**src/rtl/predict_sched_if.sv**
```systemverilog
// Predictor table controller bundle: IF lookup, EX update and table RAM port.
interface predict_sched_if #(parameter int IDX_W = 7);
  logic              lookup_req;
  logic [31:0]       lookup_pc;
  logic [31:0]       lookup_inst;
  logic              lookup_gnt;
  logic              lookup_valid;
  logic              lookup_taken;
  logic [31:0]       lookup_target;
  logic              flush;
  logic              upd_req;
  logic [31:0]       upd_pc;
  logic              upd_success;
  logic              upd_ready;
  logic              tbl_en;
  logic              tbl_we;
  logic [IDX_W+1:0]  tbl_idx;
  logic [1:0]        tbl_wdata;
  logic [1:0]        tbl_rdata;

  modport master (
    output lookup_req, lookup_pc, lookup_inst, flush,
           upd_req, upd_pc, upd_success, tbl_rdata,
    input  lookup_gnt, lookup_valid, lookup_taken, lookup_target,
           upd_ready, tbl_en, tbl_we, tbl_idx, tbl_wdata
  );

  modport slave (
    input  lookup_req, lookup_pc, lookup_inst, flush,
           upd_req, upd_pc, upd_success, tbl_rdata,
    output lookup_gnt, lookup_valid, lookup_taken, lookup_target,
           upd_ready, tbl_en, tbl_we, tbl_idx, tbl_wdata
  );
endinterface

```
**src/rtl/predict_sched.sv**
```systemverilog
// Arbitrates the single-port pattern table between IF lookups and queued EX
// read-modify-write updates; owns global history and forms the predicted PC.
module predict_sched #(
  parameter int IDX_W      = 7,
  parameter int QDEPTH     = 4,
  parameter int STARVE_MAX = 3
) (
  input  logic          clk,
  input  logic          rst,
  predict_sched_if.slave bus
);
  localparam int PW = (QDEPTH > 1) ? $clog2(QDEPTH) : 1;
  localparam int CW = $clog2(QDEPTH + 1);
  localparam int SW = $clog2(STARVE_MAX + 1);

  typedef enum logic [1:0] {IDLE, UPD_RD, UPD_WR} state_t;

  function automatic logic [1:0] sat_next(input logic [1:0] s, input logic succ);
    logic [1:0] r;
    case (s)
      2'b00:   r = succ ? 2'b00 : 2'b01;
      2'b01:   r = succ ? 2'b00 : 2'b10;
      2'b10:   r = succ ? 2'b11 : 2'b01;
      default: r = succ ? 2'b11 : 2'b10;
    endcase
    return r;
  endfunction

  state_t          state_q;
  logic [1:0]      ghist_q;
  logic [SW-1:0]   starve_q;
  logic [PW-1:0]   wr_ptr_q, rd_ptr_q;
  logic [CW-1:0]   count_q;
  logic            resp_q;
  logic [31:0]     pc_q;
  logic [12:1]     imm_q;
  logic [IDX_W-1:0] q_idx_q  [QDEPTH];
  logic             q_succ_q [QDEPTH];

  logic             q_nempty, push, pop, starved, gnt, head_succ;
  logic [IDX_W-1:0] head_idx;
  logic [31:0]      resp_sum;
  logic             unused_bits;

  assign unused_bits = ^{bus.upd_pc[31:IDX_W], bus.lookup_inst[24:12], bus.lookup_inst[6:0]};

  assign q_nempty  = (count_q != '0);
  assign push      = bus.upd_req && bus.upd_ready;
  assign pop       = (state_q == UPD_WR);
  assign head_idx  = q_idx_q[rd_ptr_q];
  assign head_succ = q_succ_q[rd_ptr_q];
  assign starved   = q_nempty && (starve_q == SW'(STARVE_MAX));
  assign gnt       = (state_q == IDLE) && bus.lookup_req && !starved;

  assign bus.upd_ready  = (count_q < CW'(QDEPTH));
  assign bus.lookup_gnt = gnt;
  assign bus.tbl_en     = gnt || (state_q != IDLE);
  assign bus.tbl_we     = (state_q == UPD_WR);
  assign bus.tbl_idx    = gnt ? {ghist_q, bus.lookup_pc[IDX_W-1:0]} : {ghist_q, head_idx};
  assign bus.tbl_wdata  = bus.tbl_we ? sat_next(bus.tbl_rdata, head_succ) : 2'b00;

  // A response is killed by flush in either the grant or the response cycle.
  assign bus.lookup_valid  = resp_q && !bus.flush;
  assign bus.lookup_taken  = bus.lookup_valid && bus.tbl_rdata[1];
  assign resp_sum          = pc_q + (bus.tbl_rdata[1] ? {{19{imm_q[12]}}, imm_q, 1'b0} : 32'd4);
  assign bus.lookup_target = bus.lookup_valid ? resp_sum : 32'd0;

  always_ff @(posedge clk) begin
    if (push) begin
      q_idx_q[wr_ptr_q]  <= bus.upd_pc[IDX_W-1:0];
      q_succ_q[wr_ptr_q] <= bus.upd_success;
    end
  end

  always_ff @(posedge clk or negedge rst) begin
    if (!rst) begin
      state_q  <= IDLE;
      ghist_q  <= 2'b00;
      starve_q <= '0;
      wr_ptr_q <= '0;
      rd_ptr_q <= '0;
      count_q  <= '0;
      resp_q   <= 1'b0;
      pc_q     <= 32'd0;
      imm_q    <= '0;
    end else begin
      if (push) wr_ptr_q <= wr_ptr_q + 1'b1;
      if (pop)  rd_ptr_q <= rd_ptr_q + 1'b1;
      if (push && !pop)      count_q <= count_q + 1'b1;
      else if (pop && !push) count_q <= count_q - 1'b1;

      resp_q <= gnt && !bus.flush;
      if (gnt) begin
        pc_q  <= bus.lookup_pc;
        imm_q <= {bus.lookup_inst[31], bus.lookup_inst[7],
                  bus.lookup_inst[30:25], bus.lookup_inst[11:8]};
        starve_q <= q_nempty ? (starved ? starve_q : starve_q + 1'b1) : '0;
      end

      case (state_q)
        IDLE:    if (!gnt && q_nempty) state_q <= UPD_RD;
        UPD_RD:  state_q <= UPD_WR;
        UPD_WR: begin
          ghist_q  <= sat_next(ghist_q, head_succ);
          starve_q <= '0;
          state_q  <= IDLE;
        end
        default: state_q <= IDLE;
      endcase
    end
  end
endmodule

```
**src/flat_wrapper.sv**
```systemverilog
// flat-port wrapper written by rule: the top's interface ports become plain ports
module predict_sched_flat 
#(
  parameter int IDX_W      = 7,
  parameter int QDEPTH     = 4,
  parameter int STARVE_MAX = 3
)
  (clk, rst, bus_lookup_req, bus_lookup_pc, bus_lookup_inst, bus_flush, bus_upd_req, bus_upd_pc, bus_upd_success, bus_tbl_rdata, bus_lookup_gnt, bus_lookup_valid, bus_lookup_taken, bus_lookup_target, bus_upd_ready, bus_tbl_en, bus_tbl_we, bus_tbl_idx, bus_tbl_wdata);
  predict_sched_if #(.IDX_W(IDX_W)) bus_i ();
  input  logic clk;
  input  logic rst;
  input wire logic [$bits(bus_i.lookup_req)-1:0] bus_lookup_req;
  input wire logic [$bits(bus_i.lookup_pc)-1:0] bus_lookup_pc;
  input wire logic [$bits(bus_i.lookup_inst)-1:0] bus_lookup_inst;
  input wire logic [$bits(bus_i.flush)-1:0] bus_flush;
  input wire logic [$bits(bus_i.upd_req)-1:0] bus_upd_req;
  input wire logic [$bits(bus_i.upd_pc)-1:0] bus_upd_pc;
  input wire logic [$bits(bus_i.upd_success)-1:0] bus_upd_success;
  input wire logic [$bits(bus_i.tbl_rdata)-1:0] bus_tbl_rdata;
  output wire logic [$bits(bus_i.lookup_gnt)-1:0] bus_lookup_gnt;
  output wire logic [$bits(bus_i.lookup_valid)-1:0] bus_lookup_valid;
  output wire logic [$bits(bus_i.lookup_taken)-1:0] bus_lookup_taken;
  output wire logic [$bits(bus_i.lookup_target)-1:0] bus_lookup_target;
  output wire logic [$bits(bus_i.upd_ready)-1:0] bus_upd_ready;
  output wire logic [$bits(bus_i.tbl_en)-1:0] bus_tbl_en;
  output wire logic [$bits(bus_i.tbl_we)-1:0] bus_tbl_we;
  output wire logic [$bits(bus_i.tbl_idx)-1:0] bus_tbl_idx;
  output wire logic [$bits(bus_i.tbl_wdata)-1:0] bus_tbl_wdata;
  assign bus_i.lookup_req = bus_lookup_req;
  assign bus_i.lookup_pc = bus_lookup_pc;
  assign bus_i.lookup_inst = bus_lookup_inst;
  assign bus_i.flush = bus_flush;
  assign bus_i.upd_req = bus_upd_req;
  assign bus_i.upd_pc = bus_upd_pc;
  assign bus_i.upd_success = bus_upd_success;
  assign bus_i.tbl_rdata = bus_tbl_rdata;
  assign bus_lookup_gnt = bus_i.lookup_gnt;
  assign bus_lookup_valid = bus_i.lookup_valid;
  assign bus_lookup_taken = bus_i.lookup_taken;
  assign bus_lookup_target = bus_i.lookup_target;
  assign bus_upd_ready = bus_i.upd_ready;
  assign bus_tbl_en = bus_i.tbl_en;
  assign bus_tbl_we = bus_i.tbl_we;
  assign bus_tbl_idx = bus_i.tbl_idx;
  assign bus_tbl_wdata = bus_i.tbl_wdata;
  predict_sched #(.IDX_W(IDX_W), .QDEPTH(QDEPTH), .STARVE_MAX(STARVE_MAX)) u_core (.clk(clk), .rst(rst), .bus(bus_i));
endmodule
```
**config.mk**
```make
export PLATFORM = sky130hd
export DESIGN_NAME = predict_sched_flat
export DESIGN_NICKNAME = d
export VERILOG_FILES = /design/src/rtl/predict_sched_if.sv /design/src/rtl/predict_sched.sv /design/src/flat_wrapper.sv
export SDC_FILE = /design/constraint.sdc
export NUM_CORES = 1
export LEC_CHECK = 0
export ABC_AREA = 1
export CAP_MARGIN = 30
export CORE_ASPECT_RATIO = 0.7
export CORE_UTILIZATION = 51
export CTS_CLUSTER_SIZE = 40
export DETAILED_ROUTE_END_ITERATION = 12
export PLACE_DENSITY = 0.82
export SLEW_MARGIN = 20
export SYNTH_ARGS = -nofsm -noshare
export SYNTH_HDL_FRONTEND = slang
export SYNTH_SLANG_ARGS = --single-unit
```
**constraint.sdc**
```tcl
create_clock -name clk -period 3.29 [get_ports clk]
set_clock_uncertainty 0.2 [all_clocks]
set_input_delay 0.329 -clock clk [delete_from_list [all_inputs] [get_ports clk]]
set_output_delay 0.329 -clock clk [all_outputs]
set_load 0.05 [all_outputs]
```
* Word level (Yosys, flattened, before mapping)
Memories as Yosys holds them, arrays and structs flattened.
Cells that the tools add are included.
** Storage, ports and cells
- Flip-flop bits (word level) :: 58
- Latch bits :: 0
- Memory bits (writable) :: 32
- ROM bits :: 0
- Input port bits :: 104
- Output and inout bits :: 49
- Logic and storage cells :: 71
- Memories kept :: 2
** Memory list
- u_core.q_idx_q :: depth 4, bits a word 7, read ports 1, clocked after memory_dff 0, wr ports 1, RTL line predict_sched.sv:37 : logic [IDX_W-1:0] q_idx_q [QDEPTH];
- u_core.q_succ_q :: depth 4, bits a word 1, read ports 1, clocked after memory_dff 0, wr ports 1, RTL line predict_sched.sv:38 : logic q_succ_q [QDEPTH];
** Operators by class
- Add/sub/neg operators :: 6
- Multiply operators :: 0
- Divide/modulo/power cells :: 0
- Magnitude comparators :: 1
- Eq/ne operators :: 9
- Shift operators :: 0
- Mux-type cells :: 20
- Bitwise operators :: 0
- Reductions and logical operators :: 24
** Operator list (count)
- two-way mux 32 bit :: 2
- adder 32 bit :: 1
- two-way mux 2 bit :: 8
- case mux 2 bit (3 select lines) :: 2
- logical AND 1 bit :: 10
- == test 2 bit (second input constant) :: 4
- two-way mux 7 bit :: 1
- adder 2 x 1 -> 2 bit (second input constant) :: 3
- == test 2 x 1 -> 1 bit (second input constant) :: 3
- zero test 2 bit :: 3
- two-way mux 3 bit :: 2
- nonzero test 2 bit :: 3
- zero test 1 bit :: 5
- two-way mux 1 bit :: 4
- case mux 2 bit (2 select lines) :: 1
- adder 3 x 1 -> 3 bit (second input constant) :: 1
- less-than comparator 3 bit (second input constant) :: 1
- != test 3 x 2 -> 1 bit (second input constant) :: 1
- nonzero test 3 bit :: 1
- subtractor 3 x 1 -> 3 bit (second input constant) :: 1
- != test 2 bit (second input constant) :: 1
- AND reduction 2 bit :: 1
- logical OR 1 bit :: 1

* Longest topological paths before layout
Gate-level depths: netlist of run 1.
- Word-level depth :: 8
- Mapped depth :: 19

* Least setup slack after synthesis of run 1
OpenSTA, ideal clock, no wires.
- Kind :: input -> output
- From :: input port bus_tbl_rdata[1]
- To :: output port bus_lookup_target[29]
- Data arrival time :: 2982 ps
- Slack :: -221 ps
- Cell stages on the path :: 19
- Buffers on the path :: 3
- Path through :: buf_6 buf_6 clkbuf_1 nand2_1 inv_1 ha_1 inv_1 fa_1 inv_1 nand3_1 nand3_1 nand2_1 nand2_1 nand2_1 nand2_1 nand3_1 nand3_1 nand2_1 nor2_1
** Between the ends
- Longest elaborated chain between the ends :: 3
** RTL lines
- start: declaration :: RTL line flat_wrapper.sv:19 : input wire logic [$bits(bus_i.tbl_rdata)-1:0] bus_tbl_rdata;
- two-way mux 32 bit :: RTL line predict_sched.sv:65 : assign resp_sum = pc_q + (bus.tbl_rdata[1] ? {{19{imm_q[12]}}, imm_q, 1'b0} : 32'd4);
- adder 32 bit :: RTL line predict_sched.sv:65
- two-way mux 32 bit :: RTL line predict_sched.sv:66 : assign bus.lookup_target = bus.lookup_valid ? resp_sum : 32'd0;
- end: declaration :: RTL line flat_wrapper.sv:23 : output wire logic [$bits(bus_i.lookup_target)-1:0] bus_lookup_target;
Every way passes these cells.

* Final worst setup path of run 1
- From :: register u_core.imm_q[1] (netlist bit)
- To :: output port bus_lookup_target[21]
** Between the ends
- Longest elaborated chain between the ends :: 3
** RTL lines
- start: declaration :: RTL line predict_sched.sv:36 : logic [12:1] imm_q;
- start signal: assignment :: RTL line predict_sched.sv:95 : imm_q <= {bus.lookup_inst[31], bus.lookup_inst[7],
- two-way mux 32 bit :: RTL line predict_sched.sv:65
- adder 32 bit :: RTL line predict_sched.sv:65
- two-way mux 32 bit :: RTL line predict_sched.sv:66
Every way passes these cells.

==> impl_metrics.csv, run 1 <==
group,metric,value,unit
synthesis,seq_area_frac_synth,38.6,%
run_status,run_status,"finished clean",
placed_design,place_congestion,1.00,
clock_network,clk_pin_slew,0.07,ns
timing,min_period,3.14,ns
floorplanning,die_w,134,um
power,power.internal,4.26,mW
routing,vias,6644,
power,p_leak,4.48,nW
routing,viasPerCell,5.36,
min_path,hp-class,"flip-flop to flip-flop",
timing,holdWs,0.278,ns
synthesis,yosysTopAreaCell,"dfrtp_1",
floorplanning,ioPinCount,153,
clock_network,root_buffer,"clkbuf_16",
finish,final_area,0.00882,mm^2
timing,layout_setup_ws,0.149,ns
timing,fmax,318,MHz
synthesis,syn_area,0.00624,mm^2
power,clockPowerShare,13.2,%
setup_path,startpoint_type,"flip-flop",
synthesis,syn_area_per_cell,6.91,um^2
clock_network,clock_path_buffers,2,
finish,drive_gt1_share,21.1,%
timing,fin_crit_sh,95.5,%
timing,setup_viol,0,
setup_path,worstSetupPathType,"flip-flop to output port",
clock_network,cts_made_buffers,9,
floorplanning,num_rows,33,
finish,finalNetCount,1202,
floorplanning,dieArea,0.0127,mm^2
run,maxCapViolations,0,
finish,antenna_cells,0,
timing,relSlewSlack,37.3,%
clock_network,h-tree-depth,3,
routing,wire_per_inst,16.1,um
finish,fin_util,74.7,%
setup_path,ff2ff_setup_slack,0.83,ns
global_routing,grt_pass1_wl,31700,um
placed_design,hpwl,15200,um
clock_network,cts_tree,"yes",
clock_network,clk_latency,0.35,ns
routing,antenna_left,0,
synthesis,synth.top_cell.area_share,23.2,%
global_routing,grt_usage,32.9,%
routing,wirelength,20000,um
power,p_total,8.38,mW
synthesis,yosysWarnings,0,
power,seq_power_share,22.5,%
synthesis,syn_inst,904,
timing,hold_viol,0,
global_routing,grt_pass1_vias,6151,
placed_design,place.port_buffers,107,
global_routing,grt_overflow,0,
setup_path,crit_required,2.76,ns
global_routing,antenna_found_initial,0,
clock_network,clock_sinks,90,
placed_design,dpl_worst_slack,-0.265,ns
synthesis,syn-num-nets,1029,
global_routing,grt_max_degree,36,
timing,tightest_slew,0.937,ns
routing,dr.first_iter.drc_count,566,
timing,slew_viol_final,0,
power,p_per_area,950,mW/mm^2
routing,drc,0,
floorplanning,core,0.0118,mm^2
finish,final_cell_mix,"nand2_1 (336), inv_1 (115), nor2_1 (80)",
clock_network,cts_setup_buffers,0,
routing,first_pass_iters,7,
synthesis,synth_seq_cells,90,
power,ir_worst_vdd,0.000786,V
synthesis,synth_cell_types,35,
floorplanning,fp.dieH,94.6,um
power,power.switching,4.11,mW
floorplanning,initial_core_util,52.9,%
finish,area_growth,41.2,%
placed_design,placement.cell_area,0.00843,mm^2
setup_path,critPathArrivalTime,2.61,ns
finish,mostFrequentLayoutCell,"nand2_1",
power,p_comb_share,64.4,%
power,switching_share,49.1,%
setup_path,critPathMaxFanout,3,
setup_path,worstSetupEndpointType,"output port",
synthesis,ys_top_cells_by_area,"dfrtp_1 (23%), nand2_1 (20%), edfxtp_1 (15%)",
## area by class of cell
type / count / area, um^2
Sequential cell: 90 / 2410
Clock buffer: 9 / 225
Multi-Input combinational cell: 666 / 3300
Fill cell: 880 / 2990
Inverter: 123 / 462
Tap cell: 157 / 196
Timing Repair Buffer: 187 / 2130
Clock inverter: 7 / 93.8
## what timing repair did
| item | 4_1_cts | 5_1_grt |
|---|---|---|
| resized for setup | 1 | 20 |
| hold endpoints to repair | 33 | 0 |
| pin swaps | 0 | 1 |
| setup endpoints to repair | 25 | 21 |
| hold buffers | 1 | 0 |
## state kept, by name, indices dropped and copies added (netlist names), named ones only
register         cells
u_core.resp_q        1
u_core.ghist_q       1
u_core.state_q       2
u_core.pc_q         32
u_core.wr_ptr_q      2
u_core.rd_ptr_q      2
u_core.q_succ_q      4
u_core.count_q       3
u_core.imm_q        12
u_core.starve_q      2
u_core.q_idx_q      28
## cells by family after synthesis
group	Yosys count	share of synthesized area [%]
AOI/OAI and AO/OA	103	9.22
xor gates and xnor gates	9	1.26
adders and majority gates	21	4.45
buffers and inverters	148	9.96
DFF	90	38.6
muxes	1	0.180
and+or+nand+nor	532	36.3
## layer usage
metal | global-route usage (%) | share of wire (%) | vias to the layer above
met1 | 47.2 | 45 | 3059
met5 | 0 | 0 | -
li1 | - | - | 3191
met2 | 50.6 | 43 | 370
met4 | 7.87 | 1.2 | 0
met3 | 7.19 | 11 | 24
## through the flow
step | instances | setup TNS [ns]
2_1_floorplan | 904 | -0.0238
3_3_place_gp | 1222 | -2.13
3_5_place_dp | 1222 | -3.44
5_1_grt | 1239 | -0.0276
6_report | 1239 | 0
4_1_cts | 1239 | -0.00566
## final timing paths
kind,from,to,depth (start not counted)
hold reg to reg,u_core.state_q[1],u_core.state_q[1],1
setup reg to reg,u_core.state_q[1],u_core.count_q[1],7
max in group asynchronous,rst,u_core.imm_q[12],3
min in group asynchronous,rst,u_core.imm_q[7],2
hold / removal,u_core.state_q[1],u_core.state_q[1],1
setup / recovery,u_core.imm_q[1],bus_lookup_target[21],17
## power groups by stage
| stage | logic [mW] | registers [mW] | clock network, mW |
|---|---|---|---|
| after detailed placement | 5.18 | 1.87 | 0 |
| final | 5.39 | 1.88 | 1.10 |
| after global routing | 5.82 | 1.92 | 1.14 |
| after CTS | 5.25 | 1.87 | 1.10 |
| after floorplan | 3.11 | 1.81 | 0 |
| after global placement | 5.05 | 1.85 | 0 |
## cell usage after synthesis
cell type / n
o31ai_1: 1
buf_2: 4
nor2_4: 2
dfrtp_1: 58
o21ai_0: 40
nor2_1: 90
edfxtp_1: 32
nand2_1: 339
o21bai_1: 2
a211oi_1: 2
buf_1: 2
inv_2: 7
mux2_2: 1
a21oi_2: 3
nand4_1: 5
nand2_2: 18
clkinv_1: 1
nand3_1: 46
fa_1: 2
nand3b_1: 1
a21oi_1: 45
a31oi_1: 1
a221o_1: 7
o21ai_1: 2
buf_6: 6
nor3_1: 4
clkbuf_1: 12
nand3_2: 13
nand2_4: 3
xnor2_1: 1
ha_1: 19
buf_12: 1
inv_1: 115
xor2_1: 8
nor2_2: 11
## critical path: stages, from the launching register on
cell and delay (ns):
dfrtp_1 0.38, nand2_1 0.08, inv_1 0.08, ha_2 0.19
inv_1 0.08, fa_2 0.35, inv_1 0.08, nand3_1 0.06
nand3_1 0.10, nand2_1 0.08, nand2_2 0.08, nand2_1 0.06
nand2_2 0.10, nand2_1 0.08, nand3_1 0.09, nand2_1 0.06
nor2_2 0.17, buf_12 0.15
(Power assumes the default switching activity.)
==> inputs of run 2 (changes only) <==
--- a/config.mk
+++ b/config.mk
@@ -6,12 +6,14 @@
 export NUM_CORES = 1
 export LEC_CHECK = 0
 export ABC_AREA = 1
+export ABC_CLOCK_PERIOD_IN_PS = 3290
 export CAP_MARGIN = 30
 export CORE_ASPECT_RATIO = 0.7
-export CORE_UTILIZATION = 51
+export CORE_UTILIZATION = 52
+export CTS_BUF_LIST = sky130_fd_sc_hd__clkbuf_4 sky130_fd_sc_hd__clkbuf_8
 export CTS_CLUSTER_SIZE = 40
 export DETAILED_ROUTE_END_ITERATION = 12
-export PLACE_DENSITY = 0.82
+export PLACE_DENSITY = 0.83
 export SLEW_MARGIN = 20
 export SYNTH_ARGS = -nofsm -noshare
 export SYNTH_HDL_FRONTEND = slang
==> run 2 against run 1 <==
Effect of this change:
- flip-flop and latch count unchanged
- die area down 1.9%
- critical path depth down 1
- critical endpoint is now bus_lookup_target[24]
- critical path type unchanged
- register-to-register slack about the same
- routed wire length down 0.65%
- cell count about the same
- first-iteration DRC count up 25%
- sequential power up 2%
==> impl_metrics.csv, run 2 (synthesis gave the netlist of run 1 again) <==
group,metric,value,unit
clock_network,cts_made_buffers,9,
placed_design,hpwl,15300,um
finish,area_growth,41.1,%
timing,min_period,3.08,ns
floorplanning,initial_core_util,53.4,%
run,maxCapViolations,0,
setup_path,critPathSlowestCell,"dfrtp_1",
finish,fin_util,75.4,%
clock_network,clock_sinks,90,
floorplanning,fp.dieH,93.7,um
finish,mostFrequentLayoutCell,"nand2_1",
routing,wirelength,19900,um
finish,antenna_cells,0,
setup_path,crit_top_cell,"nand2_1",
routing,wire_per_inst,16.0,um
floorplanning,die_w,133,um
placed_design,dp.cells,1219,
global_routing,grt_usage,32.6,%
setup_path,crit_cells,16,
timing,rsz0062_at_grt,"false",
routing,first_pass_iters,5,
setup_path,worstPathBufferInverterCount,5,
routing,dr.first_iter.drc_count,710,
clock_network,clock_path_buffers,2,
placed_design,dpl_worst_slack,-0.0999,ns
timing,slew_viol_final,0,
setup_path,critPathArrivalTime,2.55,ns
timing,holdWs,0.246,ns
global_routing,grt_pass1_vias,6149,
power,seq_power_share,23.7,%
setup_path,crit_chain,"nand2_1, inv_1, ha_1, a21oi_1, inv_1, a21oi_1, inv_1, nand2_1, nand2_1, nand2_1, nand3_1, nand2_1, nand2_1, nor2_1, buf_4, buf_12",
clock_network,clk_pin_slew,0.11,ns
timing,fmax,325,MHz
power,p_leak,4.45,nW
power,power.internal,4.01,mW
setup_path,startpoint_type,"flip-flop",
global_routing,antenna_found_initial,0,
clock_network,h-tree-depth,3,
finish,fin_cells,1238,
floorplanning,dieArea,0.0125,mm^2
placed_design,place.port_buffers,107,
power,clockPowerShare,9.6,%
clock_network,cts_tree,"yes",
finish,max_flop_register,"u_core.pc_q",
routing,drc,0,
setup_path,crit_required,2.76,ns
clock_network,clk_latency,0.38,ns
power,p_per_area,923,mW/mm^2
finish,fillers,833,
finish,final_cell_mix,"nand2_1 (330), inv_1 (112), buf_4 (75)",
power,power.switching,4.12,mW
routing,vias,6664,
clock_network,root_buffer,"clkbuf_8",
placed_design,place_congestion,1.02,
routing,viasPerCell,5.38,
setup_path,reg2reg_depth,6,
setup_path,slowest_delay,0.40,ns
floorplanning,core,0.0117,mm^2
run_status,run_status,"finished clean",
timing,hold_viol,0,
setup_path,critPathTopFamily,"simple AND/OR/NAND/NOR gates",
routing,antenna_left,0,
power,p_comb_share,66.7,%
timing,setup_viol,0,
timing,fin_crit_sh,93.6,%
timing,layout_setup_ws,0.210,ns
timing,relSlewSlack,42.4,%
min_path,hp-class,"input pin to asynchronous set/reset pin",
timing,tightest_slew,0.861,ns
global_routing,grt_pass1_wl,31100,um
floorplanning,num_rows,33,
timing,setup_tns,0,ns
global_routing,grt_max_degree,38,
power,ir_worst_vdd,0.000919,V
setup_path,worstSetupEndpointType,"output port",
finish,drive_gt1_share,22.7,%
finish,largest_reg_flops,32,
finish,reg_top3,"u_core.pc_q: 32 flops, u_core.q_idx_q: 28 flops, u_core.imm_q: 12 flops",
global_routing,grt_overflow,0,
finish,finalNetCount,1201,
floorplanning,ioPinCount,153,
setup_path,critPathMaxFanout,4,
setup_path,worstSetupPathType,"flip-flop to output port",
power,switching_share,50.7,%
run 2: changes by cell type in the layout (fill, tap and decap cells not counted), sizes merged:
cell and change:
dlymetal6s2s +1, clkinvlp -1, bufinv -1, buf -1, clkinv +1, clkbuf -1, inv +1
run 2: layout make-up:
cell class	instances	area (um^2)	area share (%)
flip-flops and latches	90	2410	27.4
clock inverters	7	76.3	0.866
repair buffers	186	2130	24.2
well taps	157	196	2.23
inverters	123	462	5.24
clock buffers	9	124	1.41
multi-input cells	666	3400	38.6
run 2: worst paths after layout:
path	start	end	slack [ns]
min reg2reg	u_core.state_q[1]	u_core.state_q[1]	0.27
min in group clk	u_core.state_q[1]	u_core.state_q[1]	0.27
max	u_core.imm_q[11]	bus_lookup_target[24]	0.21
max in group asynchronous	rst	u_core.imm_q[3]	1.73
min	rst	u_core.pc_q[22]	0.25
max reg2reg	u_core.state_q[0]	u_core.count_q[1]	0.84
run 2: power groups by stage:
stage                     clock [mW]  combinational [mW]  sequential [mW]
after floorplan                    0                3.11             1.81
after global placement             0                4.98             1.90
after detailed placement           0                5.11             1.92
after CTS                      0.792                5.16             1.90
after global routing           0.830                5.87             1.96
final                          0.784                5.42             1.92
run 2: per-stage QoR:
stage          power, mW  instance area, um^2
3_3_place_gp        6.88                 8410
6_report            8.13                 8810
5_1_grt             8.66                 8810
4_1_cts             7.85                 8650
3_5_place_dp        7.03                 8410
2_1_floorplan       4.92                 6280
run 2: timing repair:
item / in CTS / in global routing
gates resized for setup: 10 / 35
hold buffers: 1 / 0
endpoints found under the hold margin: 21 / 0
pin swaps: 3 / 6
setup buffers: 0 / 2
endpoints found under the setup margin: 16 / 26
run 2: layer usage:
| layer | routed length, um | vias up | part of all wire, % | global-route usage (%) |
|---|---|---|---|---|
| met1 | 9140 | 3103 | 46 | 48.6 |
| met2 | 8470 | 359 | 43 | 49.2 |
| li1 | - | 3185 | - | - |
| met3 | 2100 | 17 | 11 | 6.74 |
| met5 | 0 | - | 0 | 0 |
| met4 | 153 | 0 | 0.77 | 5.56 |
